$ cat config.mk
export PLATFORM = sky130hd
export DESIGN_NAME = load_store_unit
export DESIGN_NICKNAME = d
export VERILOG_FILES = /design/src/rtl/load_store_unit.sv
export SDC_FILE = /design/constraint.sdc
export NUM_CORES = 1
export LEC_CHECK = 0
export CORE_MARGIN = 2
export CORE_UTILIZATION = 38
export DETAILED_ROUTE_END_ITERATION = 6
export PLACE_DENSITY = 0.76
export SLEW_MARGIN = 20
export SYNTH_ARGS = -nofsm -noshare
export SYNTH_HDL_FRONTEND = slang
export SYNTH_SLANG_ARGS = --single-unit
$ cat constraint.sdc
create_clock -name clk_i -period 2.12 [get_ports clk_i]
set_clock_uncertainty 0.2 [all_clocks]
set_input_delay 0.53 -clock clk_i [delete_from_list [all_inputs] [get_ports clk_i]]
set_output_delay 0.53 -clock clk_i [all_outputs]
set_load 0.02 [all_outputs]
$ cat src/rtl/load_store_unit.sv
// Load/store unit: decodes core memory ops into aligned word bus transactions,
// lane-extracts and extends load data, and faults on illegal, misaligned or timed-out accesses.
module load_store_unit #(
    parameter int TIMEOUT_CYCLES = 16
) (
    input  logic        clk_i,
    input  logic        rst_n_i,
    input  logic        req_valid_i,
    input  logic        mem_write_enable_i,
    input  logic [2:0]  funct3_i,
    input  logic [31:0] addr_i,
    input  logic [31:0] store_data_i,
    output logic        busy_o,
    output logic [31:0] load_data_o,
    output logic        load_valid_o,
    output logic        store_done_o,
    output logic        fault_o,
    output logic        bus_req_o,
    output logic        bus_we_o,
    output logic [31:0] bus_addr_o,
    output logic [31:0] bus_wdata_o,
    output logic [3:0]  bus_be_o,
    input  logic        bus_ack_i,
    input  logic [31:0] bus_rdata_i
);
    localparam int CW = $clog2(TIMEOUT_CYCLES + 1);

    typedef enum logic [1:0] {IDLE, ACCESS, RESP} state_t;

    state_t      state_q, state_d;
    logic [CW-1:0] tmo_q, tmo_d;
    logic [31:0] addr_q, addr_d;
    logic [1:0]  off_q, off_d;
    logic [3:0]  be_q, be_d;
    logic [31:0] wdata_q, wdata_d;
    logic        we_q, we_d;
    logic [2:0]  funct3_q, funct3_d;
    logic [31:0] load_data_q, load_data_d;
    logic        fault_q, fault_d;

    logic        legal, misaligned;
    logic [3:0]  be_new;
    logic [31:0] wdata_new;
    logic [31:0] lane;
    logic [31:0] load_ext;

    always_comb begin
        legal      = 1'b0;
        misaligned = 1'b0;
        be_new     = 4'b0000;
        wdata_new  = store_data_i;
        case (funct3_i)
            3'b000, 3'b100: begin
                legal     = !(funct3_i[2] && mem_write_enable_i);
                be_new    = 4'b0001 << addr_i[1:0];
                wdata_new = {4{store_data_i[7:0]}};
            end
            3'b001, 3'b101: begin
                legal      = !(funct3_i[2] && mem_write_enable_i);
                misaligned = addr_i[0];
                be_new     = addr_i[1] ? 4'b1100 : 4'b0011;
                wdata_new  = {2{store_data_i[15:0]}};
            end
            3'b010: begin
                legal      = 1'b1;
                misaligned = (addr_i[1:0] != 2'b00);
                be_new     = 4'b1111;
            end
            default: legal = 1'b0;
        endcase
    end

    // Shift the addressed lane down to bit 0, then extend by the latched funct3.
    always_comb begin
        lane = bus_rdata_i >> {off_q, 3'b000};
        case (funct3_q)
            3'b000:  load_ext = {{24{lane[7]}}, lane[7:0]};
            3'b100:  load_ext = {24'h0, lane[7:0]};
            3'b001:  load_ext = {{16{lane[15]}}, lane[15:0]};
            3'b101:  load_ext = {16'h0, lane[15:0]};
            default: load_ext = bus_rdata_i;
        endcase
    end

    always_comb begin
        state_d     = state_q;
        tmo_d       = tmo_q;
        addr_d      = addr_q;
        off_d       = off_q;
        be_d        = be_q;
        wdata_d     = wdata_q;
        we_d        = we_q;
        funct3_d    = funct3_q;
        load_data_d = load_data_q;
        fault_d     = 1'b0;
        case (state_q)
            IDLE: begin
                if (req_valid_i) begin
                    if (!legal || misaligned) begin
                        fault_d = 1'b1;
                    end else begin
                        addr_d   = {addr_i[31:2], 2'b00};
                        off_d    = addr_i[1:0];
                        be_d     = be_new;
                        wdata_d  = wdata_new;
                        we_d     = mem_write_enable_i;
                        funct3_d = funct3_i;
                        tmo_d    = '0;
                        state_d  = ACCESS;
                    end
                end
            end
            ACCESS: begin
                // An ack on the final allowed cycle wins over the timeout.
                if (bus_ack_i) begin
                    state_d = RESP;
                    if (!we_q) load_data_d = load_ext;
                end else if (tmo_q == CW'(TIMEOUT_CYCLES - 1)) begin
                    fault_d = 1'b1;
                    state_d = IDLE;
                end else begin
                    tmo_d = tmo_q + CW'(1);
                end
            end
            RESP:    state_d = IDLE;
            default: state_d = IDLE;
        endcase
    end

    always_ff @(posedge clk_i) begin
        if (!rst_n_i) begin
            state_q     <= IDLE;
            tmo_q       <= '0;
            addr_q      <= '0;
            off_q       <= '0;
            be_q        <= '0;
            wdata_q     <= '0;
            we_q        <= 1'b0;
            funct3_q    <= '0;
            load_data_q <= '0;
            fault_q     <= 1'b0;
        end else begin
            state_q     <= state_d;
            tmo_q       <= tmo_d;
            addr_q      <= addr_d;
            off_q       <= off_d;
            be_q        <= be_d;
            wdata_q     <= wdata_d;
            we_q        <= we_d;
            funct3_q    <= funct3_d;
            load_data_q <= load_data_d;
            fault_q     <= fault_d;
        end
    end

    assign busy_o       = (state_q != IDLE);
    assign bus_req_o    = (state_q == ACCESS);
    assign bus_we_o     = (state_q == ACCESS) && we_q;
    assign bus_addr_o   = addr_q;
    assign bus_wdata_o  = wdata_q;
    assign bus_be_o     = be_q;
    assign load_valid_o = (state_q == RESP) && !we_q;
    assign store_done_o = (state_q == RESP) && we_q;
    assign load_data_o  = load_data_q;
    assign fault_o      = fault_q;
endmodule

**Yosys cells after proc, flatten, opt, wreduce, memory -nomap -nowiden**

Cells that the tools add are included.

- Word-level logic and storage cells: 72
- Register bits after elaboration: 112
- Output and inout port bits: 106

- Shifts and indexed selects: 2
- Multiplexer cells: 21
- Reductions and logical operators: 21
- Add/sub/neg operators: 1
- Bitwise operators: 2
- Eq/ne operators: 15

Operators by type and width:

| operator | number |
|---|---|
| $pmux 32 s4 | 1 |
| $pmux 32 s2 | 1 |
| $shr 32x5->16 | 1 |
| $mux 5 | 4 |
| $eq 3x3->1 const B | 4 |
| $pmux 4 s3 | 1 |
| $pmux 5 s2 | 1 |
| $reduce_and 3->1 | 3 |
| $mux 2 | 4 |
| $ne 2x2->1 const B | 4 |
| $eq 3x1->1 const B | 2 |
| $logic_not 3->1 | 2 |
| $pmux 1 s2 | 3 |
| $reduce_bool 2->1 | 3 |
| $add 5x1->5 const B | 1 |
| $eq 5x4->1 const B | 1 |
| $reduce_and 5->1 | 1 |
| $logic_and 1x1->1 | 4 |
| $mux 1 | 4 |
| $mux 4 | 1 |
| $pmux 2 s2 | 1 |
| $reduce_or 2->1 | 2 |
| $reduce_or 4->1 | 1 |
| $shl 1x2->4 const A | 1 |
| other kinds (8) | 11 |

**Logic depth before layout (Yosys ltp)**

- Depth in word-level cells: 8
- Depth in mapped cells: 7
- Mapped depth without buffers: 7

**Worst setup path after synthesis**

No wires, ideal clock.

- Path type: input port to flip-flop
- Start point: input port funct3_i[0]
- End point: register be_q[2] (netlist: bus_be_o[2])
- Stages: 6
- Buffers on the path: 2
- Path slack: -206 ps
- Library setup time: 132 ps
- Required time: 1788 ps
- Data arrival time: 1994 ps
- Cells stage by stage: or4_1 a211o_1 clkbuf_1 buf_2 a211oi_1 nor3_1

- Longest elaborated chain between the ends: 7
- Elaborated cells on any way between the ends: 15
- Classes of those cells: 4 x eq/ne; 3 x mux; 1 x bitwise; 7 x reduce/logical

RTL lines:

| what | RTL line | source |
|---|---|---|
| start, declared | 10 | `input logic [2:0] funct3_i,` |
| $eq 3x1->1 (tied with other cells) | 52 | `case (funct3_i)` |
| $reduce_or 4->1 (no line) | n/a |  |
| $pmux 1 s2 | 52 |  |
| $logic_not 1->1 | 99 | `if (!legal \|\| misaligned) begin` |
| $logic_or 1x1->1 | 99 |  |
| $not 1->1 (no line) | n/a |  |
| $reduce_and 3->1 (no line) | n/a |  |
| end signal, assigned | 136 | `be_q <= '0;` |
| end signal, assigned | 147 | `be_q <= be_d;` |
| end, declared | 34 | `logic [3:0] be_q, be_d;` |

Parallel ways exist; a longest one is shown, timed or not.
A chain may end at the register's enable or synchronous reset.

**Worst setup path after layout**

- Start point: input port bus_rdata_i[23]
- End point: register load_data_q[16] (netlist: load_data_o[16])

- Longest elaborated chain between the ends: 2

RTL lines:

| what | RTL line | source |
|---|---|---|
| start, declared | 24 | `input logic [31:0] bus_rdata_i` |
| $shr 32x5->16 | 75 | `lane = bus_rdata_i >> {off_q, 3'b000};` |
| $pmux 32 s4 | 76 | `case (funct3_q)` |
| end signal, assigned | 151 | `load_data_q <= load_data_d;` |
| end, declared | 38 | `logic [31:0] load_data_q, load_data_d;` |

Every way passes these cells.

==> impl_summary.log <==
INFO  metric outcome = complete, but fails checks
INFO  metric violated_checks = negative setup slack
INFO  metric synthTopCellsByArea = sky130_fd_sc_hd__dfxtp_1, sky130_fd_sc_hd__nand2_1, sky130_fd_sc_hd__a21oi_1, sky130_fd_sc_hd__mux2i_1, sky130_fd_sc_hd__o21ai_0
INFO  metric part_of_the_cycle_the_worst_path_needs = 1.002
INFO  metric postCtsHoldBufs = 0
INFO  metric ctsRootBufferMaster = sky130_fd_sc_hd__clkbuf_16
INFO  metric slew-limit-headroom = 0.6025
INFO  metric synth.yosys.seq_area_share = 0.4570
INFO  metric gr-usage-all-layers = 0.2419
INFO  metric timing.hold.worst.class = reg2reg
INFO  metric numCtsBuffers = 9
INFO  metric die-area = 0.01384 mm2
INFO  metric synth_enable_flop_cells = 0
INFO  metric std_cell_rows = 41
INFO  metric grt_pass1_vias = 5157
INFO  metric numPlacedInstances = 986
INFO  metric post_synth_num_cell_types = 44
INFO  metric synth_top_cell_by_area = sky130_fd_sc_hd__dfxtp_1
INFO  metric gp_congestion = 0.8429
INFO  metric detail_route.drc_violations = 0
INFO  metric post_layout_nonfiller_instances = 1016
INFO  metric slowest_cell_on_the_critical_path = sky130_fd_sc_hd__mux4_2
INFO  metric final_cell_area = 0.007948 mm2
INFO  metric synthTopCellsByCount = sky130_fd_sc_hd__nand2_1, sky130_fd_sc_hd__dfxtp_1, sky130_fd_sc_hd__a21oi_1
INFO  metric detail_route.iter0.violations = 444
INFO  metric post_route_cells_drive_above_1_share = 0.1163
INFO  metric layout.nets = 944
INFO  metric cap_viol_max_count = 0
INFO  metric die_h = 117.6 um
INFO  metric worst_pin_slew = 0.5941 ns
INFO  metric place_worst_setup_slack = -0.6430 ns
INFO  metric cts.path.max_buffers = 2
INFO  metric synth_most_common_cell = sky130_fd_sc_hd__nand2_1
INFO  metric post_synth_fa_ha_maj_area_fraction = 0.005101
INFO  metric ys_seq_elements = 112
INFO  metric grt_overflow = 0
INFO  metric floorplan.die.width = 117.6 um
INFO  metric crit_path_cell_trace = dlygate4sd2_1 -> mux4_2 -> or2_4 -> a31oi_4 -> buf_6 -> buf_12 -> a21oi_1
INFO  metric design.portCount = 210
INFO  metric synth-compound-area-share = 0.2229
INFO  metric core = 0.01262 mm2
INFO  metric static-leakage-power = 3.053 nW
INFO  metric area_delta_synth_final = 62.00%
INFO  metric worstPathArrival = 2.17 ns
INFO  metric netlist_instances = 615
INFO  metric number_of_antenna_violations_at_the_first_check_in_global_routing = 0
INFO  metric place.port_buffers = 207
INFO  metric hold_viol = 0
INFO  metric setup_viol = 2
INFO  metric critical_path_peak_fanout = 7
INFO  metric cp.required = 2.17 ns
INFO  metric critical_path.top_delay_family = buffers and inverters
INFO  metric detailedPlacementHpwl = 12370 um
INFO  metric achievable-frequency = 470.7 MHz
INFO  metric rsz0062_at_grt = true
INFO  metric power.density_cell_area = 659.7 mW/mm2
INFO  metric crit_buf_inv = 3
INFO  metric via_per_inst = 5.250
INFO  metric first_pass_grt_wire_length = 26880 um
INFO  metric post_detailed_route_count_of_antenna_violating_nets = 0
INFO  metric worst_setup_path_start_kind = primary input
INFO  metric post_synth_instance_area = 0.004906 mm2
INFO  metric wl_per_cell = 16.86 um
INFO  metric crit_path_end_kind = flop
INFO  metric final.setup.worst_slack = -0.004607 ns
INFO  metric synth_mux_area_frac = 0.06784
INFO  metric report.final.slew_viol_count = 0
INFO  metric cts.clk_slew.worst_paths = 0.07 ns
INFO  metric vias = 5334
INFO  metric final_wirelength = 17130 um
INFO  metric grt_max_degree = 53
INFO  metric placedInstanceArea = 0.007403 mm2
INFO  metric cpPeakStageDelay = 0.51 ns
INFO  metric syn_area_per_cell = 7.977 um2
INFO  metric drt_first_pass_iters = 5
INFO  metric synth-simple-area-share = 0.1948
INFO  metric timing.final.crit_period = 2.125 ns
INFO  metric post-layout-total-power = 5.243 mW
INFO  metric synthXorXnorAreaFrac = 0.003571
INFO  metric clock-sinks = 112
INFO  metric path_class = in2reg
INFO  metric synthesis.yosys.warnings = 0
INFO  metric main_combinational_cell_family_by_area_after_synthesis = compound AO/OA/AOI/OAI gates
INFO  metric htree_num_levels = 3
INFO  metric synth_top_area_share = 0.4570
INFO  metric clkLatencyLatePin = 0.36 ns
INFO  metric cts_tree = built
INFO  metric initial_standard_cell_utilization_of_the_core = 0.3888
INFO  metric synth_top_flop_cell = sky130_fd_sc_hd__dfxtp_1
INFO  metric ir_worst_vdd = 0.0004286 V
INFO  metric async_flop_share = 0
stage by stage:
stage / setup TNS [ns] / hold WS, ns / util
finish: -0.008984 / 0.2547 / 0.6298
floorplan: -0.5463 / 0.2489 / -
detailed placement: -51.27 / 0.2473 / 0.5867
CTS: -0.2115 / 0.2584 / 0.6233
global route: -0.03768 / 0.2787 / 0.6296
global placement: -46.30 / 0.2416 / 0.5867
power by group:
group / switching, mW / internal (mW)
Clock: 0.789 / 1.13
Sequential: 0.0599 / 2.20
Combinational: 0.522 / 0.541
Total: 1.37 / 3.87
cells by family (layout without fill, tap and decap cells):
kind of cell               Yosys count  after routing
and+or+nand+nor                    233            233
AOI/OAI and AO/OA                  178            178
DFF                                112            112
buffers and inverters               55            282
muxes                               32             32
adders and majority gates            2              2
xor gates and xnor gates             2              2
other                                1              3
cell usage in the layout (no fill, tap or decap), types with 9 or more instances in the layout:
master	count
sky130_fd_sc_hd__clkdlybuf4s50_1	188
sky130_fd_sc_hd__nand2_1	152
sky130_fd_sc_hd__dfxtp_1	111
sky130_fd_sc_hd__a21oi_1	76
sky130_fd_sc_hd__nor2_1	49
sky130_fd_sc_hd__o21ai_0	42
sky130_fd_sc_hd__buf_4	38
sky130_fd_sc_hd__mux2i_1	31
sky130_fd_sc_hd__clkbuf_16	9
sky130_fd_sc_hd__buf_12	9
final timing paths:
path	start	end	cells after the start	slack, ns
max	bus_rdata_i[23]	load_data_o[16]$_SDFFE_PN0P_	7	-0.005
min	bus_addr_o[18]$_SDFFE_PN0P_	bus_addr_o[18]$_SDFFE_PN0P_	2	0.25
max reg2reg	state_q[1]$_SDFFE_PN0P_	bus_wdata_o[13]$_SDFFE_PN0P_	7	0.04
min reg2reg	bus_addr_o[18]$_SDFFE_PN0P_	bus_addr_o[18]$_SDFFE_PN0P_	2	0.25
repair_timing:
item / in CTS / in global routing
pin swaps: 9 / 7
setup endpoints to repair: 99 / 92
gates cloned: 2 / 0
resized for setup: 30 / 25
setup buffers: 5 / 6
registers in the layout (all words and copies together), names as in the netlist:
| register | flops |
|---|---|
| bus_addr_o | 30 |
| bus_be_o | 4 |
| bus_wdata_o | 32 |
| fault_o | 1 |
| funct3_q | 3 |
| load_data_o | 32 |
| off_q | 2 |
| state_q | 2 |
| tmo_q | 5 |
| we_q | 1 |
worst reg2reg max path: cells and delay by family (launching register included):
kind                   cells  cell delay (ns)
buffers and inverters      3             0.46
AND/OR/NAND/NOR            2             0.40
AO/OA/AOI/OAI              2             0.54
flip-flops                 1             0.37
per-layer routing:
| layer | global-route usage | wire length, um |
|---|---|---|
| met4 | 0.1017 | 467 |
| met1 | 0.2791 | 6735 |
| met3 | 0.08624 | 1700 |
| met2 | 0.4055 | 8229 |
| met5 | 0 | 0 |
layout make-up:
class | count | area, um2
flip-flops and latches | 112 | 2243
well taps | 172 | 215.2
fillers | 1063 | 4672
inverters | 4 | 15.01
multi-input cells | 449 | 2492
clock inverters | 4 | 75.07
repair buffers | 262 | 2638
clock buffers | 12 | 266.5
diodes | 1 | 2.502
Power figures use the tool's default switching activity.
